### src/rtl/fb_pixel_writer.sv
`default_nettype none
//==============================================================================
// Module   : fb_pixel_writer
// Purpose  : Write-side master for the 80x60 RGB framebuffer. After reset, and
//            again on request, it sweeps every framebuffer word to clear it.
//            It accepts pixel-write commands in framebuffer coordinates over a
//            valid/ready port. Each command is scaled to screen coordinates and
//            driven onto the write bus, but only during blanking. A write is
//            held for HOLD_CYCLES consecutive blanking cycles.
// Ports    : clk, reset_n       - clock, asynchronous active-low reset
//            clear_req          - one-cycle request to re-clear the framebuffer
//            clear_busy         - high while a clear sweep runs
//            cmd_valid/ready    - pixel command handshake
//            cmd_x/cmd_y/cmd_rgb- framebuffer column, row and colour
//            display_on         - active video; writes are forbidden while high
//            fb_memreset        - low while sweeping
//            fb_resetcnt        - clear-sweep address
//            fb_hpos/fb_vpos    - write position in screen pixels
//            fb_rgbin/fb_we     - write colour and write strobe
//            fb_fifoempty       - high when no write is pending or in progress
//            drop_pulse         - one-cycle pulse on a discarded command
// Revision : 1.0 - initial release
//==============================================================================
module fb_pixel_writer #(
    parameter int RAMLENGTH    = 800,
    parameter int ADDR_WIDTH   = 10,
    parameter int X_WIRE_WIDTH = 11,
    parameter int Y_WIRE_WIDTH = 10,
    parameter int FB_W         = 80,
    parameter int FB_H         = 60,
    parameter int SCALE_SHIFT  = 3,
    parameter int HOLD_CYCLES  = 5
) (
    input  logic                    clk,
    input  logic                    reset_n,
    input  logic                    clear_req,
    output logic                    clear_busy,
    input  logic                    cmd_valid,
    output logic                    cmd_ready,
    input  logic [6:0]              cmd_x,
    input  logic [5:0]              cmd_y,
    input  logic [2:0]              cmd_rgb,
    input  logic                    display_on,
    output logic                    fb_memreset,
    output logic [ADDR_WIDTH-1:0]   fb_resetcnt,
    output logic [X_WIRE_WIDTH-1:0] fb_hpos,
    output logic [Y_WIRE_WIDTH-1:0] fb_vpos,
    output logic [2:0]              fb_rgbin,
    output logic                    fb_we,
    output logic                    fb_fifoempty,
    output logic                    drop_pulse
);

    localparam int c_hold_w = $clog2(HOLD_CYCLES + 1);

    localparam logic [1:0] c_st_clear = 2'd0;
    localparam logic [1:0] c_st_idle  = 2'd1;
    localparam logic [1:0] c_st_wait  = 2'd2;
    localparam logic [1:0] c_st_write = 2'd3;

    localparam logic [ADDR_WIDTH-1:0] c_last_addr = ADDR_WIDTH'(RAMLENGTH - 1);
    localparam logic [c_hold_w-1:0]   c_last_hold = c_hold_w'(HOLD_CYCLES - 1);

    logic [1:0]              r_state;
    logic [1:0]              w_state_nxt;
    logic [ADDR_WIDTH-1:0]   r_resetcnt;
    logic [ADDR_WIDTH-1:0]   w_resetcnt_nxt;
    logic [c_hold_w-1:0]     r_hold_cnt;
    logic [c_hold_w-1:0]     w_hold_nxt;
    logic                    r_clear_pend;
    logic                    w_clear_pend_nxt;
    logic [X_WIRE_WIDTH-1:0] r_hpos;
    logic [Y_WIRE_WIDTH-1:0] r_vpos;
    logic [2:0]              r_rgb;
    logic                    r_drop;

    logic w_accept;
    logic w_in_range;

    assign w_accept   = cmd_valid & cmd_ready;
    assign w_in_range = (int'(cmd_x) < FB_W) && (int'(cmd_y) < FB_H);

    // State register and datapath registers
    always_ff @(posedge clk or negedge reset_n) begin
        if (!reset_n) begin
            r_state      <= c_st_clear;
            r_resetcnt   <= '0;
            r_hold_cnt   <= '0;
            r_clear_pend <= 1'b0;
            r_hpos       <= '0;
            r_vpos       <= '0;
            r_rgb        <= '0;
            r_drop       <= 1'b0;
        end else begin
            r_state      <= w_state_nxt;
            r_resetcnt   <= w_resetcnt_nxt;
            r_hold_cnt   <= w_hold_nxt;
            r_clear_pend <= w_clear_pend_nxt;
            r_drop       <= w_accept & ~w_in_range;
            // Write bus only changes on an accepted in-range command, so it
            // holds its last value whenever fb_we is low.
            if (w_accept && w_in_range) begin
                r_hpos <= X_WIRE_WIDTH'(cmd_x) << SCALE_SHIFT;
                r_vpos <= Y_WIRE_WIDTH'(cmd_y) << SCALE_SHIFT;
                r_rgb  <= cmd_rgb;
            end
        end
    end

    // Next-state logic
    always_comb begin
        w_state_nxt      = r_state;
        w_resetcnt_nxt   = r_resetcnt;
        w_hold_nxt       = r_hold_cnt;
        w_clear_pend_nxt = r_clear_pend;
        case (r_state)
            c_st_clear: begin
                // Requests during a sweep are ignored; the sweep is not restarted.
                w_clear_pend_nxt = 1'b0;
                if (r_resetcnt == c_last_addr) begin
                    w_resetcnt_nxt = '0;
                    w_state_nxt    = c_st_idle;
                end else begin
                    w_resetcnt_nxt = r_resetcnt + 1'b1;
                end
            end
            c_st_idle: begin
                if (w_accept) begin
                    // A clear arriving with the command runs after the command.
                    w_clear_pend_nxt = clear_req;
                    if (w_in_range) begin
                        w_state_nxt = c_st_wait;
                    end
                end else if (clear_req || r_clear_pend) begin
                    w_clear_pend_nxt = 1'b0;
                    w_state_nxt      = c_st_clear;
                end
            end
            c_st_wait: begin
                if (clear_req) begin
                    w_clear_pend_nxt = 1'b1;
                end
                if (!display_on) begin
                    w_hold_nxt  = '0;
                    w_state_nxt = c_st_write;
                end
            end
            c_st_write: begin
                if (clear_req) begin
                    w_clear_pend_nxt = 1'b1;
                end
                if (display_on) begin
                    // Active video interrupted the hold: restart it in full.
                    w_hold_nxt  = '0;
                    w_state_nxt = c_st_wait;
                end else if (r_hold_cnt == c_last_hold) begin
                    w_hold_nxt  = '0;
                    w_state_nxt = (r_clear_pend || clear_req) ? c_st_clear : c_st_idle;
                end else begin
                    w_hold_nxt = r_hold_cnt + 1'b1;
                end
            end
            default: begin
                w_state_nxt = c_st_clear;
            end
        endcase
    end

    // Strobe is qualified combinationally so it drops in the same cycle
    // display_on rises.
    assign fb_we        = (r_state == c_st_write) & ~display_on;
    assign clear_busy   = (r_state == c_st_clear);
    assign fb_memreset  = (r_state != c_st_clear);
    assign cmd_ready    = (r_state == c_st_idle) & ~r_clear_pend;
    assign fb_fifoempty = (r_state != c_st_wait) && (r_state != c_st_write);
    assign fb_resetcnt  = r_resetcnt;
    assign fb_hpos      = r_hpos;
    assign fb_vpos      = r_vpos;
    assign fb_rgbin     = r_rgb;
    assign drop_pulse   = r_drop;

endmodule
`default_nettype wire

### config.mk
export PLATFORM = sky130hd
export DESIGN_NAME = fb_pixel_writer
export DESIGN_NICKNAME = d
export VERILOG_FILES = /design/src/rtl/fb_pixel_writer.sv
export SDC_FILE = /design/constraint.sdc
export NUM_CORES = 1
export LEC_CHECK = 0
export BUFFER_PORTS_ARGS = -buffer_cell sky130_fd_sc_hd__buf_2
export CAP_MARGIN = 20
export CELL_PAD_IN_SITES_DETAIL_PLACEMENT = 0
export CELL_PAD_IN_SITES_GLOBAL_PLACEMENT = 1
export CORE_ASPECT_RATIO = 1.75
export CORE_MARGIN = 3
export CORE_UTILIZATION = 35
export CTS_CLUSTER_DIAMETER = 30
export CTS_CLUSTER_SIZE = 14
export DETAILED_ROUTE_END_ITERATION = 8
export PLACE_DENSITY = 0.85
export SYNTH_ARGS = -nofsm -noshare
export SYNTH_HDL_FRONTEND = slang
export SYNTH_SLANG_ARGS = --single-unit
export TNS_END_PERCENT = 50
### constraint.sdc
create_clock -name clk -period 2.8 [get_ports clk]
set_input_delay 0.56 -clock clk [delete_from_list [all_inputs] [get_ports clk]]
set_output_delay 0.56 -clock clk [all_outputs]
set_load 0.1 [all_outputs]
Yosys cells after proc, flatten, opt, wreduce, memory -nomap -nowiden --
Index checks and enable logic that the tools add are counted.
Cells by class: bitwise gates (word level) 7, $lt $le $gt $ge 2, mux-type cells 18, eq/ne operators 13, $add $sub $neg 2, reductions and logical operators 11
Operators by type and width (number):
- $mux W2 | 7
- $add A10 B1 Y10 const B | 1
- $eq A10 B10 Y1 const B | 1
- $mux W10 | 1
- $mux W3 | 3
- $ne A3 B3 Y1 const B | 3
- $pmux W2 S4 | 1
- $lt A7 B7 Y1 const B | 1
- $lt A6 B6 Y1 const B | 1
- $ne A2 B2 Y1 const B | 3
- $pmux W3 S2 | 1
- $reduce_and A5 Y1 | 1
- $and A1 B1 Y1 | 4
- $eq A2 B2 Y1 const B | 2
- $mux W1 | 4
- $ne A2 B1 Y1 const B | 2
- $reduce_and A2 Y1 | 2
- $reduce_bool A2 Y1 | 2
- $add A3 B1 Y3 const B | 1
- $eq A3 B3 Y1 const B | 1
- $logic_and A1 B1 Y1 | 3
- $not A1 Y1 | 3
- $pmux W1 S3 | 1
- $eq A2 B1 Y1 const B | 1
- 3 further kinds | 3
Word-level totals: word-level logic and storage cells 61, bits in registers 33, bits of input ports 21

Longest topological paths before layout --
word-level depth 5, depth in mapped cells 6, mapped depth without buffers 6

Least setup slack after synthesis --
Ideal clock, no wire load.
kind register to output, start point register r_state[1], end point output fb_memreset, setup slack -0.671 ns, stages on the path, launching flop included 4, arrival time 2.911 ns, path buffers 1, path through dfrtp_1 -> buf_2 -> nor2_1 -> inv_1
Between the ends: word-level cells in the longest chain between the ends 1
Ends and longest elaborated chain:
- from (decl) | RTL line 64 | logic [1:0] r_state;
- from (signal assigned) | RTL line 86 | r_state <= c_st_clear;
- from (signal assigned) | RTL line 95 | r_state <= w_state_nxt;
- $reduce_bool A2 Y1 | RTL line 173 | assign fb_memreset = (r_state != c_st_clear);
- to (decl) | RTL line 44 | output logic fb_memreset,
No other way between the ends.

Worst setup path in the final report --
start point register r_state[1], end point output fb_we
Between the ends: word-level cells in the longest chain between the ends 2
Ends and longest elaborated chain:
- $eq A2 B2 Y1 | RTL line 171 | assign fb_we = (r_state == c_st_write) & ~display_on;
- $and A1 B1 Y1 | RTL line 171
- to (decl) | RTL line 49 | output logic fb_we,
No other way between the ends.

==> flow_summary.yaml <==
run_status:
  status: "completed"
sta:
  setup_viol: 0
  finalSetupTns_ps: 0
  final.period_utilization_pct: 79.9
  relSlewSlack_pct: 51.7
  fin_skew_ps: 9.00
  drv_slew: 0
  rsz0062_at_grt: "false"
  fin_crit_ps: 2240
  fmax_ghz: 0.447
  hold_violations: 0
  worst_slew_pin_slew_ps: 724
logic_synthesis:
  ys_types: 33
  netlist.area_leader.share_pct: 51.8
  yosysWarnings: 0
  synth-seq-area-share_pct: 51.8
  ys.flop_type: "dfrtp_1"
  async_flop_share_pct: 100
  avgSynthCellArea_um2: 11.8
  syn_inst: 135
  yosys-top-cells-area: "dfrtp_1 52%, mux2_4 8.5%, mux2_2 4.9%, buf_4 3.8%, nand2_1 2.6%"
  synth_top_area_cell: "dfrtp_1"
  ys_seq_elements: 33
  synth_edf_count: 0
  syn_area_um2: 1600
clock_tree:
  clock-sinks: 33
  cts_buffers: 5
  clkTransAtPathRegs_ps: 70
  ctsResizeCount: 0
  cts_max_level: 2
  insertion_delay_ps: 290
  root_buffer: "clkbuf_8"
  cts_setup_buffers: 0
  clock_path_buffers: 2
  cts_tree: "done"
  holdBufCountCts: 0
worst_setup_path:
  rrSetupSlack_ps: 1050
  worstPathArrival_ps: 1680
  crit_fanout: 9
  cp-end-kind: "output pin"
  critPathLaunchType: "register"
  required_ps: 2240
  critPathKind: "reg -> out"
floorplanning:
  start_util_pct: 37.4
  dieArea_um2: 5440
  ios: 61
  std_cell_rows: 31
  core_area_um2: 4270
  die_y_um: 95.3
  dieWidth_um: 57.0
finish:
  finalNonFillerCells: 241
  nNetsFinal: 215
  syn2layout_area_growth_pct: 24.5
  antenna_cells: 0
  final_layout_size_suffix_gt1_share_pct: 41.7
  num-fill-cells: 424
routing:
  vias_per_cell: 4.86
  drcViolationCount: 0
  wl_per_cell_um: 14.0
  drtPass1Iterations: 4
  drt_wl_total_mm: 3.36
  ant_nets: 0
  vias: 1171
  drtIter0Drc: 49
worst_hold_path:
  min_path_type: "in -> async"
global_route:
  grt_antenna_before_repair: 0
  grt_max_degree: 34
  grt_usage_pct: 13.1
  grt_pass1_wl_mm: 5.60
  grt_overflow: 0
  grt_pass1_vias: 1194
place:
  gp_routability_congestion: 0.790
  io_buffers: 52
  dpl.hpwl_mm: 2.60
  post-place-cells: 233
job:
  cap_violations: 0
[sequential cells by signal, summed over array words and instances, names as in the netlist]
register,flops
fb_vpos,6
r_clear_pend,1
fb_resetcnt,10
r_hold_cnt,3
r_state,2
fb_rgbin,3
drop_pulse,1
fb_hpos,7
[worst max-delay path: stages (launching register included)]
cell     delay (ps)
dfrtp_1         540
inv_1           160
nor2_1          220
buf_2           470
[cells in the mapped netlist, types with 2 or more instances]
| master | instances |
|---|---|
| xor2_1 | 2 |
| mux2_2 | 7 |
| buf_4 | 8 |
| ha_1 | 3 |
| nor2_1 | 7 |
| a21oi_1 | 4 |
| a22o_1 | 2 |
| and3_1 | 2 |
| nor3_1 | 4 |
| nand4_1 | 5 |
| nand3_1 | 4 |
| xnor2_1 | 4 |
| o21ai_0 | 8 |
| dfrtp_1 | 33 |
| nand2_1 | 11 |
| mux2_4 | 9 |
| inv_1 | 6 |
[final cells by class]
type                            count  area [um2]  share of cell area (%)
Inverter                            6        22.5                    1.13
Multi-Input combinational cell     93         699                    35.2
Sequential cell                    33         826                    41.6
Clock buffer                        7        86.3                    4.35
Clock inverter                      1        30.0                    1.51
Timing Repair Buffer               52         260                    13.1
Tap cell                           49        61.3                    3.09
[logic make-up after synthesis]
logic type | count (synthesis) | synth area share (%)
XOR/XNOR | 6 | 3.29
AO/OA/AOI/OAI | 19 | 7.37
flip-flops | 33 | 51.8
buffers and inverters | 16 | 6.20
adder cells (fa/ha/maj) | 3 | 2.35
AND/OR/NAND/NOR | 40 | 14.7
multiplexers | 17 | 14.0
other | 1 | 0.235
[stage by stage]
step | utilization (%) | area [um2] | hold slack, ps | worst slack (ps)
final | 46.5 | 1990 | 322 | 563
after floorplan | - | 1620 | 264 | -153
after global routing | 46.5 | 1990 | 383 | 489
after CTS | 46.5 | 1990 | 353 | 565
after global placement | 43.8 | 1870 | 484 | 795
after detailed placement | 43.8 | 1870 | 491 | 708
[worst paths after layout]
check                                  startpoint                          to  cells after the start
hold reg to reg            fb_hpos[8]$_DFFE_PN0P_      fb_hpos[8]$_DFFE_PN0P_                      1
hold / removal                            reset_n      fb_vpos[5]$_DFFE_PN0P_                      1
setup / recovery           r_state[1]$_DFFE_PN0P_                       fb_we                      3
max in group asynchronous                 reset_n  fb_resetcnt[6]$_DFFE_PN0P_                      1
min in group clk                         cmd_x[2]      fb_hpos[5]$_DFFE_PN0P_                      2
setup reg to reg           r_state[1]$_DFFE_PN0P_      fb_hpos[7]$_DFFE_PN0P_                      3
[cell usage in the layout, fill, tap and decap left out, types with 2 or more instances in the layout]
| cell type | synthesis | final |
|---|---|---|
| nor3_1 | 4 | 4 |
| ha_1 | 3 | 3 |
| mux2_2 | 7 | 7 |
| mux2_4 | 9 | 9 |
| buf_2 | 1 | 52 |
| o21ai_0 | 8 | 8 |
| a22o_1 | 2 | 2 |
| nor2_1 | 7 | 6 |
| inv_1 | 6 | 6 |
| xor2_1 | 2 | 2 |
| conb_1 | 1 | 8 |
| nand3_1 | 4 | 4 |
| dfrtp_1 | 33 | 33 |
| nand2_1 | 11 | 11 |
| nand4_1 | 5 | 5 |
| and3_1 | 2 | 2 |
| a21oi_1 | 4 | 4 |
| xnor2_1 | 4 | 4 |
| clkbuf_8 | 0 | 6 |
[per-layer routing]
metal / vias to the layer above / track usage [%] / share of wire, %
met5: - / 0 / 0
li1: 568 / - / -
met1: 556 / 15.3 / 37
met3: 7 / 4.20 / 7.9
met2: 40 / 22.1 / 54
met4: 0 / 5.22 / 1.5
Power is left out: the tool's default activity adds up to more than one toggle a clock period on the data nets, which glitch-free logic cannot reach.
